==> src/rtl/seven_segment_scanner_if.sv <==
// CPU I/O bus, decoded digit patterns and multiplexed display outputs
// shared between the seven-segment scanner and whatever drives it.
`default_nettype none

interface seven_segment_scanner_if;
  logic [31:0] addressBus;
  logic [7:0]  dataBusIn;
  logic        readWrite;
  logic        mio;
  logic        enable;
  logic [6:0]  hex0;
  logic [6:0]  hex1;
  logic [6:0]  hex2;
  logic [6:0]  hex3;
  logic [6:0]  segments;
  logic [3:0]  digitSelect;
  logic        frameStart;

  modport master (
    output addressBus, dataBusIn, readWrite, mio, enable,
    output hex0, hex1, hex2, hex3,
    input  segments, digitSelect, frameStart
  );

  modport slave (
    input  addressBus, dataBusIn, readWrite, mio, enable,
    input  hex0, hex1, hex2, hex3,
    output segments, digitSelect, frameStart
  );
endinterface

`default_nettype wire

==> src/rtl/seven_segment_scanner.sv <==
// Time-multiplexed 4-digit scanner with frame-synchronous snapshot,
// 16-phase PWM dimming and a CPU-writable brightness / blank-mask byte.
`default_nettype none

module seven_segment_scanner #(
  parameter int          CLOCK_DIVIDER      = 12500,
  parameter logic [31:0] BRIGHTNESS_ADDRESS = 32'hFFFF_FF12
) (
  input  wire logic             clock,
  input  wire logic             reset,
  seven_segment_scanner_if.slave bus
);

  localparam int PRESCALE_W = (CLOCK_DIVIDER > 1) ? $clog2(CLOCK_DIVIDER) : 1;
  localparam logic [PRESCALE_W-1:0] PRESCALE_LAST = PRESCALE_W'(CLOCK_DIVIDER - 1);

  logic [PRESCALE_W-1:0] prescaler;
  logic [3:0]            phase;
  logic [1:0]            digit;
  logic [3:0]            brightness;
  logic [3:0]            blank_mask;
  logic [6:0]            frame [4];
  logic                  load_pending;
  logic [6:0]            segments_reg;
  logic [3:0]            digit_select_reg;
  logic                  frame_start_reg;

  logic [6:0] hex [4];
  logic       tick;
  logic       snapshot;
  logic       ctrl_write;
  logic       lit;

  always_comb begin
    hex[0]     = bus.hex0;
    hex[1]     = bus.hex1;
    hex[2]     = bus.hex2;
    hex[3]     = bus.hex3;
    tick       = (prescaler == PRESCALE_LAST);
    // load_pending forces one snapshot right after reset so the first frame is real data
    snapshot   = (tick && (phase == 4'hF) && (digit == 2'd3)) || load_pending;
    ctrl_write = !bus.readWrite && !bus.mio && bus.enable &&
                 (bus.addressBus == BRIGHTNESS_ADDRESS);
    lit        = (phase < brightness) && !blank_mask[digit];
  end

  always_ff @(posedge clock or posedge reset) begin
    if (reset) begin
      prescaler        <= '0;
      phase            <= 4'h0;
      digit            <= 2'd0;
      brightness       <= 4'hF;
      blank_mask       <= 4'h0;
      for (int i = 0; i < 4; i++) frame[i] <= 7'h7F;
      load_pending     <= 1'b1;
      segments_reg     <= 7'h7F;
      digit_select_reg <= 4'hF;
      frame_start_reg  <= 1'b0;
    end else begin
      prescaler <= tick ? '0 : prescaler + 1'b1;
      if (tick) begin
        phase <= phase + 4'h1;
        if (phase == 4'hF) digit <= digit + 2'd1;
      end

      if (snapshot) begin
        for (int i = 0; i < 4; i++) frame[i] <= hex[i];
      end
      load_pending    <= 1'b0;
      frame_start_reg <= snapshot;

      if (ctrl_write) begin
        brightness <= bus.dataBusIn[3:0];
        blank_mask <= bus.dataBusIn[7:4];
      end

      // Gating uses pre-edge state, so new brightness/mask take effect one cycle later
      if (lit) begin
        segments_reg     <= frame[digit];
        digit_select_reg <= ~(4'b0001 << digit);
      end else begin
        segments_reg     <= 7'h7F;
        digit_select_reg <= 4'hF;
      end
    end
  end

  assign bus.segments    = segments_reg;
  assign bus.digitSelect = digit_select_reg;
  assign bus.frameStart  = frame_start_reg;

endmodule

`default_nettype wire

==> src/flat_wrapper.sv <==
// flat-port wrapper written by rule: the top's interface ports become plain ports
module seven_segment_scanner_flat 
#(
  parameter int          CLOCK_DIVIDER      = 12500,
  parameter logic [31:0] BRIGHTNESS_ADDRESS = 32'hFFFF_FF12
)
  (clock, reset, bus_addressBus, bus_dataBusIn, bus_readWrite, bus_mio, bus_enable, bus_hex0, bus_hex1, bus_hex2, bus_hex3, bus_segments, bus_digitSelect, bus_frameStart);
  seven_segment_scanner_if bus_i ();
  input  wire logic clock;
  input  wire logic reset;
  input wire logic [$bits(bus_i.addressBus)-1:0] bus_addressBus;
  input wire logic [$bits(bus_i.dataBusIn)-1:0] bus_dataBusIn;
  input wire logic [$bits(bus_i.readWrite)-1:0] bus_readWrite;
  input wire logic [$bits(bus_i.mio)-1:0] bus_mio;
  input wire logic [$bits(bus_i.enable)-1:0] bus_enable;
  input wire logic [$bits(bus_i.hex0)-1:0] bus_hex0;
  input wire logic [$bits(bus_i.hex1)-1:0] bus_hex1;
  input wire logic [$bits(bus_i.hex2)-1:0] bus_hex2;
  input wire logic [$bits(bus_i.hex3)-1:0] bus_hex3;
  output wire logic [$bits(bus_i.segments)-1:0] bus_segments;
  output wire logic [$bits(bus_i.digitSelect)-1:0] bus_digitSelect;
  output wire logic [$bits(bus_i.frameStart)-1:0] bus_frameStart;
  assign bus_i.addressBus = bus_addressBus;
  assign bus_i.dataBusIn = bus_dataBusIn;
  assign bus_i.readWrite = bus_readWrite;
  assign bus_i.mio = bus_mio;
  assign bus_i.enable = bus_enable;
  assign bus_i.hex0 = bus_hex0;
  assign bus_i.hex1 = bus_hex1;
  assign bus_i.hex2 = bus_hex2;
  assign bus_i.hex3 = bus_hex3;
  assign bus_segments = bus_i.segments;
  assign bus_digitSelect = bus_i.digitSelect;
  assign bus_frameStart = bus_i.frameStart;
  seven_segment_scanner #(.CLOCK_DIVIDER(CLOCK_DIVIDER), .BRIGHTNESS_ADDRESS(BRIGHTNESS_ADDRESS)) u_core (.clock(clock), .reset(reset), .bus(bus_i));
endmodule
==> config.mk <==
export PLATFORM = sky130hd
export DESIGN_NAME = seven_segment_scanner_flat
export DESIGN_NICKNAME = d
export VERILOG_FILES = /design/src/rtl/seven_segment_scanner_if.sv /design/src/rtl/seven_segment_scanner.sv /design/src/flat_wrapper.sv
export SDC_FILE = /design/constraint.sdc
export NUM_CORES = 1
export LEC_CHECK = 0
export ABC_AREA = 1
export CELL_PAD_IN_SITES_DETAIL_PLACEMENT = 1
export CELL_PAD_IN_SITES_GLOBAL_PLACEMENT = 1
export CORE_MARGIN = 2
export CORE_UTILIZATION = 34
export CTS_BUF_LIST = sky130_fd_sc_hd__clkbuf_8
export DETAILED_ROUTE_END_ITERATION = 16
export GPL_TIMING_DRIVEN = 1
export HOLD_SLACK_MARGIN = 0.02
export PLACE_DENSITY = 0.78
export REMOVE_ABC_BUFFERS = 1
export SLEW_MARGIN = 10
export SYNTH_ARGS = -nofsm -noshare
export SYNTH_HDL_FRONTEND = slang
export SYNTH_SLANG_ARGS = --single-unit
==> constraint.sdc <==
create_clock -name clock -period 2.3 [get_ports clock]
set_input_delay 0.575 -clock clock [delete_from_list [all_inputs] [get_ports clock]]
set_output_delay 0.575 -clock clock [all_outputs]
set_load 0.05 [all_outputs]
==> results_dict.tcl <==
set metrics [dict create \
    htreeDepth 3 \
    synth.avg_cell_area_um2 8.42 \
    port_buffers 84 \
    min_period_ns 2.23 \
    core-area_um2 9770 \
    place_congestion 0.827 \
    die_area_um2 10900 \
    synthAdderAreaFrac_pct 3.29 \
    ys_types 28 \
    cts_resized 0 \
    synth-xor-area-share_pct 2.04 \
    reg2reg_slack_ns 0.38 \
    cts-root-buf "clkbuf_8" \
    post_drt_wl_per_cell_um 14.2 \
    tightest_slew_ns 0.561 \
    fmax_mhz 448 \
    p_leak_nw 2.11 \
    synth_edf_count 0 \
    grt.overflow.total 0 \
    critPathMaxFanout 1 \
    pwr-share-comb_pct 9.1 \
    grt.total_usage_pct 17.5 \
    cts.sinks 69 \
    route.detailed.drc 0 \
    post_cts_buffers 0 \
    min_from "u_core.prescaler[0]" \
    start_util_pct 35.1 \
    die_y_um 104 \
    ir_worst_vdd_v 0.000300 \
    viasPerCell 4.88 \
    clk_pin_slew_ns 0.08 \
    layout.nets 577 \
    swShare_pct 21.4 \
    fin_crit_sh_pct 97.0 \
    path_class "reg2out" \
    critPathRequiredTime_ns 1.73 \
    antenna_found_initial 0 \
    wl_um 9000 \
    drtPass1Iterations 4 \
    r2r_start "u_core.phase[0]" \
    ff2ff_path_depth 7 \
    largest_register_ffs 28 \
    rsz0062_at_grt "no" \
    yosys_warnings 0 \
    slowest_delay_ns 0.79 \
    critPathCaptureType "primary output" \
    seqPwrFrac_pct 48.0 \
    reg2reg_to "u_core.frame[8]" \
    drv_slew 0 \
    setup_tns_ns 0 \
    io_pins 85 \
    netlist_area_um2 3430 \
    synthMuxAreaShare_pct 0 \
    p_clk_share_pct 42.9 \
    finalHoldViolCount 0 \
    grt_max_degree 70 \
    grt_pass1_wl_um 15500 \
    min_path_type "reg2reg" \
    die_w_um 104 \
    setup_violations 0 \
    crit_slowest_cell "clkdlybuf4s50_1" \
    async_flop_share_pct 100 \
    status "finished, final reports clean" \
    hold_depth 1 \
    vias 3087 \
    hold-path-endpoint "u_core.prescaler[0]" \
    cp.arrival_ns 1.66 \
    synth_top_family_by_area "simple AND/OR/NAND/NOR gates" \
    tritoncts "yes" \
    synth-compound-area-share_pct 5.26 \
    cap_viol_max_count 0 \
    max_slew_margin_pct 62.5 \
    ys_seq_area_share_pct 52.0 \
    startpoint_type "register" \
    grt_pass1_vias 3421 \
    cts_hold_buf 0 \
    yosys.area_share.simple_pct 30.6 \
    finalPower_mw 2.75 \
    finClkSkew_ns 0.0101 \
    path_buf_inv 1 \
    dp_hpwl_um 6340 \
    drt_iter0_drc 50 \
    syn_inst 407 \
    internal_power_mw 2.16 \
    critical_path.top_delay_family "buffers and inverters" \
    antenna_left 0 \
    cts_made_buffers 9 \
    power.density_nw_per_um2 591 \
    cts_max_path_buffers 2 \
    n_antenna_cell 0 \
    drive_gt1_share_pct 15.6 \
    synthFlopType "dfstp_2" \
    clock_latency_ns 0.34 \
    row_count 36 \
    switchingPower_mw 0.588 \
    crit_chain "clkdlybuf4s50_1" \
    area_growth_pct 35.6 \
    ys_ff_latch 69 \
]
## power groups by stage
| stage | combinational (mW) | sequential, mW | clock [mW] |
|---|---|---|---|
| finish | 0.250 | 1.32 | 1.18 |
| global route | 0.278 | 1.33 | 1.25 |
| CTS | 0.255 | 1.32 | 1.21 |
| detailed placement | 0.254 | 1.34 | 0 |
| global placement | 0.245 | 1.34 | 0 |
| floorplan | 0.0923 | 1.33 | 0 |
## cell families after synthesis
family | count (synthesis)
other | 1
xor gates and xnor gates | 8
AOI/OAI and AO/OA | 33
buffers and inverters | 50
DFF | 69
and+or+nand+nor | 237
adders and majority gates | 9
## stage by stage
step	cell area, um^2	util (%)	instances	hold WS, ns	worst slack (ns)
3_5_place_dp	4410	45.1	617	0.455	0.298
2_1_floorplan	3320	-	391	0.433	0.0580
6_report	4650	47.5	633	0.459	0.0680
4_1_cts	4650	47.5	633	0.465	0.0417
5_1_grt	4650	47.5	633	0.488	0.0333
3_3_place_gp	4410	45.1	617	0.446	0.409
## worst reg2reg max path: stages (launching register included)
cell and delay (ns):
dfrtp_1 0.42, ha_1 0.22, nand2_1 0.06, nor2_1 0.27, nand4_2 0.17, nand2_2 0.45, nand2_1 0.16, nand2_1 0.10
## metal layers
layer / GRT usage [%] / routed length, um / vias up
met1: 19.7 / 3800 / 1517
met5: 0 / 0 / -
met2: 32.5 / 4710 / 66
met4: 5.89 / 163 / 0
met3: 3.63 / 316 / 15
li1: - / - / 1489
## synth_stat cells (4+ instances only)
library cell  number  share of area [%]
o22ai_1            8                1.5
buf_2              4               0.58
o21ai_0           22                3.2
dfstp_2           44                 34
nand2_1          116                 13
xor2_1             6                1.5
buf_6              4                1.3
nor3_1             5               0.73
nand3b_1          10                2.2
dfrtp_1           25                 18
nand3_1           44                6.4
nor2_1            43                4.7
inv_1             33                3.6
nand4_1           11                2.0
clkbuf_1           5               0.55
nor2_2             4               0.73
ha_1               9                3.3
## cell type report
cell class / instances / area, um^2
Fill cell: 1206 / 5130
Sequential cell: 69 / 1780
Multi-Input combinational cell: 288 / 1410
Timing Repair Buffer: 93 / 918
Tap cell: 133 / 166
Inverter: 34 / 128
Clock buffer: 9 / 124
Clock inverter: 7 / 115
## worst max-delay path by stage
stage	from	endpoint	slack, ns	cells past startpoint
2_1_floorplan	reset	u_core.blank_mask[0]	0.06	1
3_3_place_gp	bus_addressBus[14]	u_core.blank_mask[2]	0.41	8
3_5_place_dp	bus_addressBus[10]	u_core.blank_mask[0]	0.30	8
4_1_cts	u_core.bus.digitSelect[0]	bus_digitSelect[0]	0.04	1
5_1_grt	u_core.bus.digitSelect[1]	bus_digitSelect[1]	0.03	1
6_report	u_core.bus.digitSelect[0]	bus_digitSelect[0]	0.07	1
## cell usage in the layout (no fill, tap or decap), drive strengths merged, types with 2 or more instances in the layout
master and n:
xor2 6, a31oi 2, clkinv 2, nor2 47
nor3 6, buf 10, o21ai 22, dfrtp 25
clkbuf 9, nand2 117, o22ai 8, ha 9
xnor2 2, nand3 44, nand3b 10, nand4 12
inv 35, clkdlybuf4s50 83, bufinv 3, dfstp 44
No activity file was read; power rests on OpenSTA's default activity.
